## src/rtl/fetch_controller.sv

```systemverilog
// rtl/fetch_controller.sv - instruction fetch sequencer for a 1-cycle-latency instruction ROM
//
// Purpose:
//   Owns the program counter and presents it every cycle as the ROM read address.
//   Pairs each returning word with the PC it was fetched from and hands it to decode
//   over a valid/ready handshake. A single skid entry absorbs the one word that is
//   already in flight when decode stalls. A redirect squashes everything in flight
//   and restarts fetch at the target.
//
// Ports:
//   clk                - system clock, all state on the rising edge
//   rst                - asynchronous, active-high reset
//   fetch_enable_in    - 1 allows new fetches; 0 stops issuing, in-flight words still drain
//   redirect_valid_in  - branch/jump taken this cycle (highest priority)
//   redirect_pc_in     - redirect target, bits [1:0] forced to zero
//   imem_addr_out      - ROM read address (current PC)
//   imem_data_in       - ROM word for the address presented in the previous cycle
//   instr_valid_out    - instruction presented to decode
//   instr_out          - instruction word, NOP (0x00000013) when not valid
//   instr_pc_out       - PC of instr_out, 0 when not valid
//   instr_ready_in     - decode accepts; a transfer is valid & ready
//   fetch_count_out    - number of accepted instructions, wraps mod 2^32

module fetch_controller #(
  parameter logic [31:0] RESET_PC = 32'h0000_0000,
  parameter logic [31:0] PC_STEP  = 32'd4
) (
  input  logic        clk,
  input  logic        rst,
  input  logic        fetch_enable_in,
  input  logic        redirect_valid_in,
  input  logic [31:0] redirect_pc_in,
  output logic [31:0] imem_addr_out,
  input  logic [31:0] imem_data_in,
  output logic        instr_valid_out,
  output logic [31:0] instr_out,
  output logic [31:0] instr_pc_out,
  input  logic        instr_ready_in,
  output logic [31:0] fetch_count_out
);

  localparam logic [31:0] NOP_INSTR = 32'h0000_0013;

  typedef enum logic {
    ST_IDLE = 1'b0,
    ST_RUN  = 1'b1
  } state_t;

  state_t      r_state;
  state_t      w_state_next;

  logic [31:0] r_pc_q;
  logic        r_inflight_q;
  logic [31:0] r_inflight_pc_q;
  logic        r_skid_full_q;
  logic [31:0] r_skid_instr_q;
  logic [31:0] r_skid_pc_q;
  logic [31:0] r_fetch_count_q;

  logic        w_issue;
  logic        w_valid;
  logic        w_xfer;
  logic [31:0] w_instr;
  logic [31:0] w_instr_pc;
  logic [31:0] w_redirect_target;

  // The low two target bits are dropped by word alignment.
  logic        w_unused_redirect_lsbs;
  assign w_unused_redirect_lsbs = ^redirect_pc_in[1:0];

  assign w_redirect_target = {redirect_pc_in[31:2], 2'b00};

  // FSM state register
  always_ff @(posedge clk or posedge rst) begin
    if (rst) begin
      r_state <= ST_IDLE;
    end else begin
      r_state <= w_state_next;
    end
  end

  // FSM next state; redirects never change state
  always_comb begin
    w_state_next = r_state;
    case (r_state)
      ST_IDLE: if (fetch_enable_in)  w_state_next = ST_RUN;
      ST_RUN:  if (!fetch_enable_in) w_state_next = ST_IDLE;
      default: w_state_next = ST_IDLE;
    endcase
  end

  // FSM outputs: issue decision and the decode-side output mux
  always_comb begin
    // A new fetch is only safe when whatever currently holds a word (the
    // in-flight slot or the skid entry) is being drained this same cycle;
    // otherwise the returning word would have nowhere to go.
    w_issue = (r_state == ST_RUN) && fetch_enable_in && !redirect_valid_in &&
              (!r_inflight_q || instr_ready_in) &&
              (!r_skid_full_q || instr_ready_in);

    w_valid    = 1'b0;
    w_instr    = NOP_INSTR;
    w_instr_pc = 32'h0000_0000;
    // Redirect squashes the presented word so nothing transfers this cycle.
    if (!redirect_valid_in) begin
      if (r_skid_full_q) begin
        w_valid    = 1'b1;
        w_instr    = r_skid_instr_q;
        w_instr_pc = r_skid_pc_q;
      end else if (r_inflight_q) begin
        w_valid    = 1'b1;
        w_instr    = imem_data_in;
        w_instr_pc = r_inflight_pc_q;
      end
    end

    w_xfer = w_valid && instr_ready_in;
  end

  // PC, in-flight tracking and skid entry
  always_ff @(posedge clk or posedge rst) begin
    if (rst) begin
      r_pc_q          <= {RESET_PC[31:2], 2'b00};
      r_inflight_q    <= 1'b0;
      r_inflight_pc_q <= 32'h0000_0000;
      r_skid_full_q   <= 1'b0;
      r_skid_instr_q  <= NOP_INSTR;
      r_skid_pc_q     <= 32'h0000_0000;
    end else if (redirect_valid_in) begin
      r_pc_q        <= w_redirect_target;
      r_inflight_q  <= 1'b0;
      r_skid_full_q <= 1'b0;
    end else begin
      r_inflight_q <= w_issue;
      if (w_issue) begin
        r_inflight_pc_q <= r_pc_q;
        r_pc_q          <= r_pc_q + PC_STEP;
      end
      // The ROM has no read enable, so a stalled in-flight word must be
      // captured now; next cycle the data bus carries a different word.
      if (r_inflight_q && !r_skid_full_q && !instr_ready_in) begin
        r_skid_full_q  <= 1'b1;
        r_skid_instr_q <= imem_data_in;
        r_skid_pc_q    <= r_inflight_pc_q;
      end else if (r_skid_full_q && instr_ready_in) begin
        r_skid_full_q <= 1'b0;
      end
    end
  end

  // Accepted-instruction counter
  always_ff @(posedge clk or posedge rst) begin
    if (rst) begin
      r_fetch_count_q <= 32'h0000_0000;
    end else if (w_xfer) begin
      r_fetch_count_q <= r_fetch_count_q + 32'd1;
    end
  end

  assign imem_addr_out   = r_pc_q;
  assign instr_valid_out = w_valid;
  assign instr_out       = w_instr;
  assign instr_pc_out    = w_instr_pc;
  assign fetch_count_out = r_fetch_count_q;

endmodule

```

## config.mk

```make
export PLATFORM = sky130hd
export DESIGN_NAME = fetch_controller
export DESIGN_NICKNAME = d
export VERILOG_FILES = /design/src/rtl/fetch_controller.sv
export SDC_FILE = /design/constraint.sdc
export NUM_CORES = 1
export LEC_CHECK = 0
export ABC_AREA = 0
export CAP_MARGIN = 20
export CELL_PAD_IN_SITES_DETAIL_PLACEMENT = 1
export CELL_PAD_IN_SITES_GLOBAL_PLACEMENT = 2
export CORE_MARGIN = 2
export CORE_UTILIZATION = 32
export DETAILED_ROUTE_END_ITERATION = 16
export PLACE_DENSITY = 0.88
export SYNTH_ARGS = -nofsm -noshare
export SYNTH_HDL_FRONTEND = slang
export SYNTH_SLANG_ARGS = --single-unit
export TNS_END_PERCENT = 10
```

## constraint.sdc

```tcl
create_clock -name clk -period 7.4 [get_ports clk]
set_input_delay 1.11 -clock clk [delete_from_list [all_inputs] [get_ports clk]]
set_output_delay 1.11 -clock clk [all_outputs]
set_load 0.02 [all_outputs]
```

== After elaboration in Yosys (flattened, before gate mapping) ==
Index checks and enable logic that the tools add are counted.
W data, S select, Z words.
Word-level totals
  register bits after elaboration: 163
  bits in latches: 0
  memory bits (writable): 0
  ROM bits: 0
  input port bits: 69
  output and inout bits: 129
  word-level logic and storage cells: 45
  memories kept: 0
Operators by class
  add/subtract/negate cells: 2
  $mul: 0
  div/mod/pow operators: 0
  order comparisons: 0
  eq/ne operators: 0
  shift operators: 0
  muxes and demuxes: 16
  bitwise gates (word level): 1
  reductions and logical operators: 18
Operators with widths (count)
  $mux W32: 8
  $add A32 B1 Y32 const B: 1
  $add A32 B3 Y32 const B: 1
  $logic_and A1 B1 Y1: 8
  $mux W1: 8
  $logic_not A1 Y1: 4
  $reduce_and A2 Y1: 2
  $reduce_bool A3 Y1: 1
  $logic_or A1 B1 Y1: 2
  $reduce_bool A2 Y1: 1
  $not A1 Y1: 1

== Longest topological paths before layout ==
Gate-level depths: netlist (run 1).
  word-level depth: 6
  mapped depth: 9
  depth with buffers taken out: 6

== Worst setup path after synthesis (run 1) ==
Ideal clock, no wire load.
  path kind: in2out
  start point: input redirect_valid_in
  end point: output instr_out[31]
  arrival time: 1932 ps
  required time: 6290 ps
  setup slack: 4358 ps
  stages on the path: 4
  path buffers: 3
  cells stage by stage: buf_6 clkbuf_1 clkbuf_1 nor2_1
On the way
  longest elaborated chain between the ends: 1
RTL lines
  start, declared: line 31  | input logic redirect_valid_in,
  $mux W32: line 105  | if (!redirect_valid_in) begin
  end, declared: line 36  | output logic [31:0] instr_out,
No other way between the ends.

== Worst setup path in the final report (run 1) ==
  start point: register r_skid_full_q
  end point: output instr_valid_out
On the way
  longest elaborated chain between the ends: 2
RTL lines
  start, declared: line 55  | logic r_skid_full_q;
  start signal, assigned: line 126  | r_skid_full_q <= 1'b0;
  start signal, assigned: line 132  | r_skid_full_q <= 1'b0;
  start signal, assigned: line 142  | r_skid_full_q <= 1'b1;
  $mux W1: line 106  | if (r_skid_full_q) begin
  $mux W1: line 105
  end, declared: line 35  | output logic instr_valid_out,
No other way between the ends.

==> results of run 1 <==
-- state kept, by name, indices dropped and copies added, names as in the netlist --
name and count:
r_skid_full_q 1, r_state 1, r_skid_pc_q 30, r_inflight_q 1, fetch_count_out 32, imem_addr_out 30
r_inflight_pc_q 30, r_skid_instr_q 32
-- Yosys cell counts (3+ instances only) --
library cell,count,area [um2]
buf_1,4,15.0
nand4_1,8,50.1
o21ai_0,13,65.1
a21oi_1,61,305
nor2_1,128,480
inv_1,4,15.0
mux2_2,63,709
xor2_1,12,105
o211ai_1,10,75.1
buf_4,4,30.0
o311ai_0,10,87.6
a31oi_1,4,25.0
buf_2,15,75.1
clkbuf_1,34,128
mux2i_1,5,50.1
nor3b_1,3,22.5
a221o_1,9,90.1
nand2_1,205,769
xnor2_1,22,193
nand3_1,22,110
a22oi_1,5,37.5
dfstp_2,3,78.8
and3_1,11,68.8
nor3_1,12,60.1
dfrtp_1,154,3850
and2_1,6,37.5
and4_1,8,70.1
-- report_power, final --
part	switching (W)	internal (W)	total (W)
clock	0.000394	0.000476	0.000870
combinational	0.000184	0.000203	0.000387
sequential	0.000116	0.00101	0.00112
total	0.000694	0.00169	0.00238
-- cells by family (layout without fill, tap and decap cells) --
kind of cell               Yosys count  count (layout)
buffers and inverters               63             235
DFF                                157             157
other                                1               4
and+or+nand+nor                    418             418
adders and majority gates            2               2
AOI/OAI and AO/OA                  120             120
muxes                               68              68
xor gates and xnor gates            34              34
-- cell type report --
class                           count  area, um2
Fill cell                        2783      13600
Multi-Input combinational cell    646       3690
Clock inverter                     15        154
Clock buffer                       17        425
Sequential cell                   157       3940
Tap cell                          324        405
Timing Repair Buffer              199       1970
Inverter                            4       20.0
-- worst paths after layout --
path,to,from,cells past startpoint,slack (ns)
max,instr_valid_out,r_skid_full_q,3,3.06
min,fetch_count_out[31],fetch_count_out[31],1,0.47
min in group asynchronous,imem_addr_out[5],rst,2,1.24
max reg2reg,fetch_count_out[30],r_skid_full_q,6,3.95
min reg2reg,fetch_count_out[31],fetch_count_out[31],1,0.47
max in group asynchronous,r_skid_pc_q[15],rst,3,4.72
-- stage by stage --
| step | power [W] | setup slack [ns] | hold WS (ns) | instance area (um2) |
|---|---|---|---|---|
| final | 0.00238 | 3.06 | 0.466 | 10600 |
| after global routing | 0.00251 | 2.81 | 0.495 | 10600 |
| after CTS | 0.00242 | 3.00 | 0.472 | 10600 |
| after detailed placement | 0.00153 | 3.22 | 0.464 | 10000 |
| after global placement | 0.00151 | 3.29 | 0.459 | 10000 |
| after floorplan | 0.00135 | 2.06 | 0.462 | 7900 |
-- layer usage --
layer / vias up / track usage, % / part of all wire (%)
li1: 3248 / - / -
met1: 3333 / 26.0 / 49
met2: 156 / 28.2 / 46
met3: 13 / 3.72 / 4.0
met4: 0 / 3.73 / 0.85
met5: - / 0 / 0
==> run summary, run 1 <==
Ports: 198
Post-synth cell types: 51
Largest family of logic cells by synthesized area: simple AND/OR/NAND/NOR gates
Layout area overhead: 34.6%
Synth Area in Simple Gates: 23.1%
Fin cells: 1362
Vias: 6750
Static Leak: 4.58 nW
Yosys Warn Count: 0
Number of global-route vias before repair: 6972
Diode count: 0
Final Slew Violations: 0
First-pass GRT wire length: 37600 um
Initial Utilization: 32.5%
Via density: 4.96
Fin crit period: 4.34 ns
Worst-path clk slew: 0.06 ns
Initial antenna violation count: 0
IO Port Bufs: 191
XOR/XNOR share of the synthesized area: 3.78%
Total negative slack: 0 ns
Area of the mapped netlist: 7880 um2
Worst Setup Path Type: flip-flop to output port
Critical path fanouts, max: 62
Asr flop ratio synth: 100%
Sink Count: 157
CP arrival: 3.23 ns
Fmax: 230 MHz
Max IR drop VDD: 0.0000989 V
Postcts setup bufs: 0
Crit path buf inv count: 2
Global Route Usage Sum: 18.1%
Flops & latches, synth: 157
Status: finished clean
Synth Flop Type: dfrtp_1
TritonRoute pass-1 iters: 4
Number of synthesized flops with an enable pin: 0
Critical Path Slowest Stage Cell: dfrtp_4
Post-CTS Hold Buffers: 0
Layout cells sized above 1: 11.6%
Die footprint: 25900 um2
Post-layout util: 43.8%
Crit end category: output port
Worst-margin pin slew: 0.895 ns
Gate family responsible for the most delay along the worst path: buffers and inverters
Largest net degree at the start of global routing: 91
Core ar.: 24200 um2
Period utilisation layout: 58.7%
Register area share after synthesis: 49.9%
Critical path startpoint category: flip-flop
Final wirelength: 23000 um
Mapped Cells: 863
Inst Count DP: 1329
DRC: 0
TritonCTS buffer count: 17
Synthesized area per cell: 9.14 um2
Final Wtd Congestion: 0.761
Nets: 1096
HP Class: flip-flop to flip-flop
Compound-gate portion of the synthesized area: 9.62%
P per Cell Area: 224 nW/um2
Resize count post-CTS: 0
Critical path, cell by cell: buf_4 > o21ba_1 > clkdlybuf4s50_1
RSZ-0062 raised after global routing: no
Die extent in y: 161 um
Worst path required time: 6.29 ns
Final setup fails: 0
Clk_skew: 0.0142 ns
CTS tree: built
Synth Area in Adders: 0.317%
GR Overflow Total: 0
Die X: 161 um
Routed length per instance: 16.9 um
Final hold viol count: 0
Maximum capacitance violations: 0
Commonest non-fill, non-tap cells in the layout: 205 x nand2_1, 190 x clkdlybuf4s50_1, 152 x dfrtp_1, 128 x nor2_1, 63 x mux2_2
DR iter-0 viols: 270
CTS H-tree depth: 4
Most common cell after layout, fill and taps aside: nand2_1
Worst skew pair latency: 0.43 ns
Crit path largest cell delay: 0.82 ns
Placed wire-length estimate: 15300 um
Post-synthesis mux area share: 9.63%
ANT nets after route: 0
CTS Root Cell: clkbuf_16
Num rows: 57
Clk buf depth: 2
Worst relative slew slack: 40.3%
No activity file was read; power rests on OpenSTA's default activity.
==> run 2, diff against run 1 <==
CORE_UTILIZATION = 30   (was 32)
PLACE_DENSITY = 0.83   (was 0.88)
clock period = 4.02 ns   (was 7.4 ns; I/O delays follow)
==> run summary, run 2 (synthesis gave the netlist of run 1 again) <==
Status: finished clean
Global Route Usage Sum: 17.2%
Clk_skew: 0.00997 ns
Fmax: 314 MHz
Most common cell after layout, fill and taps aside: nand2_1
Ports: 198
Fin cells: 1377
Initial Utilization: 30.4%
RSZ-0062 raised after global routing: no
Largest net degree at the start of global routing: 89
Die X: 166 um
Critical Path Source: r_skid_full_q
Inst Count DP: 1345
Critical path startpoint category: flip-flop
P per Cell Area: 415 nW/um2
Via density: 4.89
FF/Latch Area: 3940 um2
Final Wtd Congestion: 0.740
First-pass GRT wire length: 38500 um
Vias: 6729
Routed length on met3: 878 um
CTS tree: built
Final hold viol count: 0
Fin crit period: 3.19 ns
Layout cells sized above 1: 11.9%
Sink Count: 157
Reg2reg setup slack: 1.28 ns
ANT nets after route: 0
Layout area overhead: 35.5%
R2R cell count: 5
Maximum capacitance violations: 0
DRC: 0
Commonest non-fill, non-tap cells in the layout: 205 x nand2_1, 190 x clkdlybuf4s50_1, 152 x dfrtp_1, 128 x nor2_1, 63 x mux2_2
Slack of the critical path: 0.834 ns
Routed length per instance: 17.0 um
DP Worst Slack: 0.939 ns
Worst path required time: 3.42 ns
Hold Path End: fetch_count_out[31]
Post-CTS Hold Buffers: 0
Num rows: 59
Initial antenna violation count: 0
Nets: 1100
Diode count: 0
Static Leak: 4.61 nW
TritonCTS buffer count: 17
Resize count post-CTS: 0
RR Endpoint: fetch_count_out[30]
Die extent in y: 166 um
Worst Setup Path Type: flip-flop to output port
Critical path fanouts, max: 51
Worst relative slew slack: 46.8%
Final Slew Violations: 0
Post-layout util: 41.2%
TritonRoute pass-1 iters: 4
Clk buf depth: 2
Worst skew pair latency: 0.43 ns
Max Used Layer: met4
DR iter-0 viols: 330
Min-delay src: fetch_count_out[31]
Placed wire-length estimate: 15800 um
WL met1: 11700 um
Period utilisation layout: 79.2%
Max IR drop VDD: 0.000190 V
Final setup fails: 0
Postcts setup bufs: 0
Fillers: 2994
CP arrival: 2.58 ns
CTS Root Cell: clkbuf_16
CTS H-tree depth: 4
Total negative slack: 0 ns
Final wirelength: 23400 um
Multi-input logic area: 3690 um2
Crit end category: output port
HP Class: flip-flop to flip-flop
GR Overflow Total: 0
Worst R2R Start: r_inflight_q
Met2 wire len: 10700 um
Worst-path clk slew: 0.07 ns
Number of global-route vias before repair: 6983
Core ar.: 25900 um2
IO Port Bufs: 191
Worst-margin pin slew: 0.787 ns
Die footprint: 27600 um2
Hold depth: 1
## run 2: cell types whose count changed in the layout (fill, tap and decap cells not counted), moves of 2 or more
cell	delta
buf_12	+2
buf_4	+3
inv_6	-2
inv_8	+2
## run 2: cell type report
type	count	area share, %
sequential	157	36.8
multi-input combinational	646	34.6
timing repair buffer	203	18.9
clock buffer	18	4.11
tap	335	3.92
clock inverter	14	1.44
inverter	4	0.176
## run 2: critical path, stage by stage (launching register included)
cell             delay [ns]
dfrtp_4                0.65
buf_4                  0.51
a21oi_1                0.18
nor2_1                 0.16
clkdlybuf4s50_1        0.66
## run 2: how the worst max path moves through the flow
stage	slack, ns	cells after the start	end
after floorplan	1.43	1	fetch_count_out[0]
after global placement	0.99	4	instr_pc_out[21]
final	0.83	4	instr_pc_out[17]
after global routing	0.60	5	instr_pc_out[17]
after detailed placement	0.94	4	instr_pc_out[17]
after CTS	0.77	5	instr_pc_out[17]
## run 2: power by group
part,total [W],leakage [nW],switching (W),internal [W]
Combinational,0.000720,2.31,0.000340,0.000379
Sequential,0.00207,2.01,0.000221,0.00185
Clock,0.00164,0.296,0.000743,0.000900
Total,0.00444,4.61,0.00130,0.00313
## run 2: through the flow
step | power (W) | hold slack (ns) | instance area (um2)
floorplan | 0.00248 | 0.462 | 7900
global placement | 0.00279 | 0.459 | 10100
detailed placement | 0.00283 | 0.467 | 10100
CTS | 0.00451 | 0.480 | 10700
global route | 0.00468 | 0.514 | 10700
finish | 0.00444 | 0.469 | 10700
## run 2: per-layer routing
metal  GRT usage, %  up-vias
met5              0        -
met4           3.44        0
met3           3.27        9
met2           27.3      151
met1           24.7     3305
li1               -     3264
